<file path="config.mk">
export PLATFORM = sky130hd
export DESIGN_NAME = training_timer
export DESIGN_NICKNAME = d
export VERILOG_FILES = /design/src/rtl/training_pkg.sv /design/src/rtl/training_timer_edge_sync.sv /design/src/rtl/training_timer.sv
export SDC_FILE = /design/constraint.sdc
export NUM_CORES = 1
export LEC_CHECK = 0
export ABC_AREA = 1
export BUFFER_PORTS_ARGS = -buffer_cell sky130_fd_sc_hd__buf_2
export CORE_ASPECT_RATIO = 1.2
export CORE_UTILIZATION = 51
export DETAILED_ROUTE_END_ITERATION = 16
export PLACE_DENSITY_LB_ADDON = 0.08
export SETUP_SLACK_MARGIN = 0.4
export SYNTH_ARGS = -nofsm -noshare
export SYNTH_HDL_FRONTEND = slang
export SYNTH_SLANG_ARGS = --single-unit
export TNS_END_PERCENT = 5
</file>
<file path="constraint.sdc">
create_clock -name clk -period 2.3 [get_ports clk]
set_clock_uncertainty 0.1 [all_clocks]
set_input_delay 0.115 -clock clk [delete_from_list [all_inputs] [get_ports clk]]
set_output_delay 0.115 -clock clk [all_outputs]
set_load 0.01 [all_outputs]
</file>
<file path="src/rtl/training_pkg.sv">
// Shared types and default widths for the interval training timer.
package training_pkg;

  typedef enum logic [1:0] {
    IDLE = 2'd0,
    WORK = 2'd1,
    REST = 2'd2,
    DONE = 2'd3
  } state_t;

  localparam int unsigned SEC_W_DEF = 8;
  localparam int unsigned RND_W_DEF = 4;

endpackage

</file>
<file path="src/rtl/training_timer_edge_sync.sv">
// N-flop synchronizer for a slow divided clock treated as data, with a
// registered one-cycle pulse on each synchronized rising edge.
module edge_sync #(
  parameter int unsigned N = 2
) (
  input  logic clk,
  input  logic rst,
  input  logic din,
  output logic level,
  output logic rise
);

  logic [N-1:0] sync_q;
  logic         prev_q;

  always_ff @(posedge clk or posedge rst) begin
    if (rst) begin
      sync_q <= '0;
      prev_q <= 1'b0;
      rise   <= 1'b0;
    end else begin
      sync_q <= {sync_q[N-2:0], din};
      prev_q <= sync_q[N-1];
      rise   <= sync_q[N-1] & ~prev_q;
    end
  end

  assign level = sync_q[N-1];

endmodule

</file>
<file path="src/rtl/training_timer.sv">
// Interval training timer: WORK/REST rounds counted down on 1 Hz ticks.
// Optional buzzer tone enabled by defining TRAINING_BUZZER_EN.
module training_timer
  import training_pkg::*;
#(
  parameter int unsigned SYNC_STAGES = 2,
  parameter int unsigned SEC_W       = SEC_W_DEF,
  parameter int unsigned RND_W       = RND_W_DEF
) (
  input  logic             clk,
  input  logic             rst,
  input  logic             clk_1hz,
  input  logic             clk_2khz,
  input  logic             start,
  input  logic             pause,
  input  logic             abort,
  input  logic [SEC_W-1:0] work_sec,
  input  logic [SEC_W-1:0] rest_sec,
  input  logic [RND_W-1:0] rounds,
  output logic [1:0]       state,
  output logic [SEC_W-1:0] sec_left,
  output logic [RND_W-1:0] round_cnt,
  output logic             busy,
  output logic             phase_done,
  output logic             buzzer
);

  state_t           st, st_n;
  logic [SEC_W-1:0] sec_n, lat_work, lat_rest;
  logic [RND_W-1:0] rnd_n, lat_rounds;
  logic             pd_n, buzz_win, win_n, load, tick, adv;
  logic             unused_level_1hz;

  edge_sync #(.N(SYNC_STAGES)) u_sync_1hz (
    .clk   (clk),
    .rst   (rst),
    .din   (clk_1hz),
    .level (unused_level_1hz),
    .rise  (tick)
  );

  assign adv = tick & ~pause;

  always_comb begin
    st_n  = st;
    sec_n = sec_left;
    rnd_n = round_cnt;
    pd_n  = 1'b0;
    win_n = buzz_win;
    load  = 1'b0;
    if (abort) begin
      st_n  = IDLE;
      sec_n = '0;
      rnd_n = '0;
      win_n = 1'b0;
    end else begin
      if (adv) win_n = 1'b0;
      case (st)
        IDLE: begin
          if (start && rounds != '0 && work_sec != '0) begin
            load  = 1'b1;
            st_n  = WORK;
            sec_n = work_sec;
            rnd_n = RND_W'(1);
          end
        end
        WORK, REST: begin
          if (adv) begin
            if (sec_left > SEC_W'(1)) begin
              sec_n = sec_left - SEC_W'(1);
            end else begin
              pd_n  = 1'b1;
              win_n = 1'b1;
              if (st == REST || (round_cnt != lat_rounds && lat_rest == '0)) begin
                st_n  = WORK;
                sec_n = lat_work;
                rnd_n = round_cnt + RND_W'(1);
              end else if (round_cnt == lat_rounds) begin
                st_n  = DONE;
                sec_n = '0;
              end else begin
                st_n  = REST;
                sec_n = lat_rest;
              end
            end
          end
        end
        DONE: begin
          if (adv) begin
            st_n  = IDLE;
            sec_n = '0;
            rnd_n = '0;
          end
        end
        default: st_n = IDLE;
      endcase
    end
  end

  always_ff @(posedge clk or posedge rst) begin
    if (rst) begin
      st         <= IDLE;
      sec_left   <= '0;
      round_cnt  <= '0;
      phase_done <= 1'b0;
      buzz_win   <= 1'b0;
      lat_work   <= '0;
      lat_rest   <= '0;
      lat_rounds <= '0;
    end else begin
      st         <= st_n;
      sec_left   <= sec_n;
      round_cnt  <= rnd_n;
      phase_done <= pd_n;
      buzz_win   <= win_n;
      if (load) begin
        lat_work   <= work_sec;
        lat_rest   <= rest_sec;
        lat_rounds <= rounds;
      end
    end
  end

  assign state = st;
  assign busy  = (st != IDLE);

`ifdef TRAINING_BUZZER_EN
  logic tone, unused_rise_2khz;

  edge_sync #(.N(SYNC_STAGES)) u_sync_2khz (
    .clk   (clk),
    .rst   (rst),
    .din   (clk_2khz),
    .level (tone),
    .rise  (unused_rise_2khz)
  );

  assign buzzer = (buzz_win | (st == DONE)) & tone;
`else
  logic unused_2khz;
  assign unused_2khz = clk_2khz ^ buzz_win;
  assign buzzer      = 1'b0;
`endif

endmodule

</file>
Word-level counts from Yosys, hierarchy flattened --
Cells that the tools add are included.
Word-level totals: register bits after elaboration 39, bits of input ports 27, output and inout port bits 17, word-level logic and storage cells 70
Operators by class: $add $sub $neg 2, order comparisons 1, equal/unequal tests 10, multiplexer cells 30, bitwise gates (word level) 4, reductions and logical operators 13
Operators by type and width (count):
- $mux W8 | 7
- $mux W4 | 6
- $pmux W8 S3 | 1
- $ne A3 B3 Y1 const B | 5
- $mux W2 | 6
- $pmux W4 S3 | 1
- $gt A8 B1 Y1 const B | 1
- $logic_not A8 Y1 | 1
- $mux W1 | 8
- $reduce_bool A8 Y1 | 1
- $sub A8 B1 Y8 const B | 1
- $pmux W2 S3 | 1
- $reduce_and A5 Y1 | 1
- $add A4 B1 Y4 const B | 1
- $eq A2 B2 Y1 const B | 2
- $eq A4 B4 Y1 | 1
- $ne A4 B4 Y1 | 1
- $reduce_and A4 Y1 | 1
- $reduce_bool A4 Y1 | 1
- $logic_and A1 B1 Y1 | 3
- $reduce_and A3 Y1 | 1
- $and A1 B1 Y1 | 2
- $eq A2 B1 Y1 const B | 1
- $logic_not A2 Y1 | 1
- other kinds (4) | 5

Logic depth before layout (Yosys ltp) --
word-level depth 8, depth in mapped cells 13, gate-level depth less buffers 13

By module --
A second synthesis with hierarchy kept.
Second synthesis, totals: cell total of the unflattened synthesis 319, area, all modules 2321.0 µm²
By module, submodules not included:
- training_timer | times used 1, cells each 312, area each 2207.1 µm², seq. area each 875.8 µm²
- edge_sync | times used 1, cells each 7, area each 113.9 µm², seq. area each 100.1 µm²

Worst setup path before layout --
Ideal clock, no wire load.
path type flip-flop to flip-flop, start reg sec_left[0], end reg round_cnt[2], library setup time 126 ps, data arrival time 1490 ps, required time 2074 ps, path slack 584 ps, cell stages (with the launch flop) 11, path buffers 1, period minus slack after synthesis 1716 ps, cell sequence dfrtp_1 inv_1 ha_1 inv_1 a21oi_2 nand3_2 buf_6 nand2_1 nand3_2 nand2_1 o21ai_0
Between the ends: word-level cells in the longest chain between the ends 3
Ends and longest elaborated chain:
- start, declared | line training_timer.sv:21 | output logic [SEC_W-1:0] sec_left,
- start signal, assigned | line training_timer.sv:112 | sec_left <= sec_n;
- $gt A8 B1 Y1 | line training_timer.sv:69 | if (sec_left > SEC_W'(1)) begin
- $ne A3 B3 Y1 (no line)
- $reduce_and A5 Y1 (no line)
- end signal, assigned | line training_timer.sv:113 | round_cnt <= rnd_n;
- end, declared | line training_timer.sv:22 | output logic [RND_W-1:0] round_cnt,
No other way between the ends. A chain may end at the register's enable or synchronous reset.

Final worst setup path --
start reg sec_left[0], end reg sec_left[3]
Between the ends: word-level cells in the longest chain between the ends 5, elaborated cells on any way between the ends 6, classes of those cells add/sub (1); order compare (1); mux (4)
Ends and longest elaborated chain:
- $sub A8 B1 Y8 or $gt A8 B1 Y1 (tied branches) | line training_timer.sv:70, training_timer.sv:69
- $mux W8 * | line training_timer.sv:69
- $mux W8 * | line training_timer.sv:68 | if (adv) begin
- $pmux W8 S3 * | line training_timer.sv:58 | case (st)
- $mux W8 * | line training_timer.sv:51 | if (abort) begin
Mark *: on every way between the ends. The rest lies on a longest branch, timed or not. The select of a mux whose other input is x is not followed.

==> reports/results.txt <==
Status = complete, no violations
DRC violations left = 0
Clock latency on the worst-skew pair = 0.30 ns
CP endpoint kind = flip-flop
Core box area = 4290 sq um
Leakage power = 1.62 nW
Root Driver = clkbuf_8
FF-to-FF path depth = 11
# rows = 26
Switching power = 2.00 mW
Crit path kind = reg -> reg
Hold Path Sink = lat_rounds[1]
Final core occ = 69.1%
Setup TNS after final layout = 0 ns
Vias = 2253
Die width = 63.4 um
Hold path start = rounds[1]
RSZ-0062 raised after global routing = yes
CTS H-tree depth = 2
Reg2Reg Setup Slack = 0.53 ns
Largest net degree at the start of global routing = 40
Clk pin slew, worst setup/hold paths = 0.08 ns
First-pass GRT wire length = 9090 um
Achievable Freq = 565 MHz
Critical path data arrival time = 1.86 ns
Clock power frac = 14.0%
Num CTS Buffers = 5
R2r endpoint = sec_left[3]
Post-Route WL = 5340 um
Period utilisation layout = 77.0%
CTS tree = built
Worst R2R Start = sec_left[0]
Pwr Density = 1430 nW/um^2
Setup Viol. Count Final = 0
Total chip power = 4.26 mW
Worst hold path class = in -> reg
Yosys warning total = 0
Register share of total power = 28.5%
Dpl hpwl = 3740 um
Switching share of power = 46.9%
CP startpoint kind = flip-flop
Initial core utilization = 53.7%
Final ANT Viol Nets = 0
Clock sink count = 39
Top Ports = 44
Area contributors post-synth = dfrtp_1 (42%), nand2_1 (19%), inv_1 (6.5%)
Max Cap Viol = 0
Antenna Diode Count = 0
Wirelength per Cell = 12.1 um
Area share of the largest cell type after synthesis = 42.3%
Die Height = 75.6 um
Final Critical Period = 1.77 ns
Synth cell types = 33
RD Place Congestion = 0.847
Worst EP required = 2.39 ns
Nets@finish = 419
Flops & latches, synth = 39
Area of the multi-input gates = 1210 sq um
Mapped Area = 2300 sq um
Congestion Overflow GR = 0
Synth area leader = dfrtp_1
Internal Pwr Total = 2.26 mW
Peak VDD IR = 0.653 mV
IO Port Bufs = 41
Initial antenna violation count = 0
Post-Synthesis Cells = 320
Hold path depth = 3
Synthesized Nets = 354
Worst-path maximum fanout = 8
Share of cells above drive strength 1 = 22.5%
Syn-to-layout area delta = 28.8%
Register area = 978 sq um
Max clock buf depth = 2
Hold Vio Cnt, Final = 0
GR Util All Layers = 24.5%
DR pass1 iterations = 4
Syn avg cell area = 7.20 sq um
1st-iter DRT viols = 138
Die Area = 4790 sq um
Share of the yosys chip area belonging to registers = 42.3%
Vias in the first global route = 2070
Logic pwr share = 57.5%
Fillcell total = 388
Max Transition Viols Final = 0
Via/cell ratio = 5.10
==> how the worst max path moves through the flow <==
stage,startpoint,end,slack (ns),cells after the start
2_1_floorplan,sec_left[0],round_cnt[2],0.58,10
3_3_place_gp,sec_left[0],sec_left[7],0.38,11
3_5_place_dp,sec_left[0],sec_left[2],0.33,11
4_1_cts,state[1],sec_left[4],0.39,10
5_1_grt,sec_left[1],sec_left[5],0.40,11
6_report,sec_left[0],sec_left[3],0.53,11
==> power groups by stage <==
| stage | Combinational (mW) | Clock (mW) | Sequential [mW] |
|---|---|---|---|
| finish | 2.45 | 0.596 | 1.21 |
| global route | 2.80 | 0.636 | 1.25 |
| CTS | 2.07 | 0.610 | 1.21 |
| detailed placement | 2.00 | 0 | 1.22 |
| global placement | 1.97 | 0 | 1.21 |
| floorplan | 1.57 | 0 | 1.20 |
==> cell usage after synthesis <==
cell,n
nand2_4,3
nor4_1,1
clkbuf_1,3
nor3_1,2
buf_6,1
o31ai_1,1
buf_2,3
a31oi_1,3
nand2_1,117
o21ai_0,14
a21oi_1,5
nor2_1,17
conb_1,1
nor2_2,1
inv_2,2
clkinv_2,1
o21ai_2,1
clkinv_1,1
o22ai_1,1
buf_4,1
nand4_1,14
xor2_1,1
nand3_2,2
inv_1,40
a21oi_2,1
nand2_2,1
dfrtp_1,39
o21ai_1,7
nand3_1,25
ha_1,7
nor2_4,2
o211ai_1,1
xnor2_1,1
==> metrics by stage <==
stage | std cells | instance area (sq um) | setup WS, ns | hold WS (ns)
5_1_grt | 442 | 2970 | 0.401 | 0.0229
4_1_cts | 434 | 2830 | 0.386 | 0.000716
6_report | 442 | 2970 | 0.530 | 0.000653
2_1_floorplan | 320 | 2300 | 0.584 | 0.0464
3_5_place_dp | 411 | 2550 | 0.328 | 0.131
3_3_place_gp | 411 | 2550 | 0.384 | 0.125
==> registers in the layout, summed over array words and instances (netlist names) <==
name	count
lat_rest	8
lat_rounds	4
lat_work	8
phase_done	1
round_cnt	4
sec_left	8
state	2
u_sync_1hz.prev_q	1
u_sync_1hz.rise	1
u_sync_1hz.sync_q	2
==> worst max-delay path, stage by stage, from the launching register on <==
cell	delay, ns
dfrtp_2	0.45
inv_2	0.08
ha_4	0.14
inv_1	0.07
a21oi_4	0.21
nand3_4	0.17
inv_6	0.12
nand3_1	0.11
nand2_1	0.08
nand2_1	0.04
nand2_1	0.05
nand2_1	0.04
==> cell type report <==
cell class | count | share of cell area (%)
Timing Repair Buffer | 65 | 14.2
Clock inverter | 2 | 1.18
Tap cell | 56 | 2.36
Inverter | 44 | 5.73
Clock buffer | 6 | 2.78
Multi-Input combinational cell | 230 | 40.8
Sequential cell | 39 | 33.0
==> timing repair <==
action	CTS	global route
setup endpoints to repair	12	35
cloned	0	1
pin swaps	0	2
endpoints found under the hold margin	53	0
resized for setup	2	23
buffers inserted	0	7
hold buffers	15	0
==> layout by cell type, fill, tap and decap left out, drive strengths merged <==
| cell type | n |
|---|---|
| dfrtp | 39 |
| ha | 7 |
| nand3 | 28 |
| a21oi | 6 |
| clkinv | 2 |
| clkbuf | 6 |
| bufinv | 1 |
| nor3 | 2 |
| inv | 43 |
| o22ai | 1 |
| xor2 | 1 |
| nor2 | 20 |
| dlygate4sd3 | 15 |
| a31oi | 3 |
| conb | 1 |
| o31ai | 1 |
| buf | 50 |
| o211ai | 1 |
| nor4 | 1 |
| nand2 | 121 |
| xnor2 | 1 |
| o21ai | 22 |
| nand4 | 14 |
==> logic make-up after synthesis <==
logic type / after synthesis / share of synthesized area [%]
AND/OR/NAND/NOR: 185 / 35.6
other: 1 / 0.163
XOR/XNOR: 2 / 0.760
flip-flops: 39 / 42.3
AO/OA/AOI/OAI: 34 / 8.14
adder cells (fa/ha/maj): 7 / 3.80
buffers and inverters: 52 / 9.17
==> metal layers <==
layer	up-vias	global-route usage, %	wire [um]
met2	64	42.4	2610
met3	9	4.94	235
li1	1154	-	-
met5	-	0	0
met1	1026	30.4	2390
met4	0	9.85	97
No activity file was read; power rests on OpenSTA's default activity.
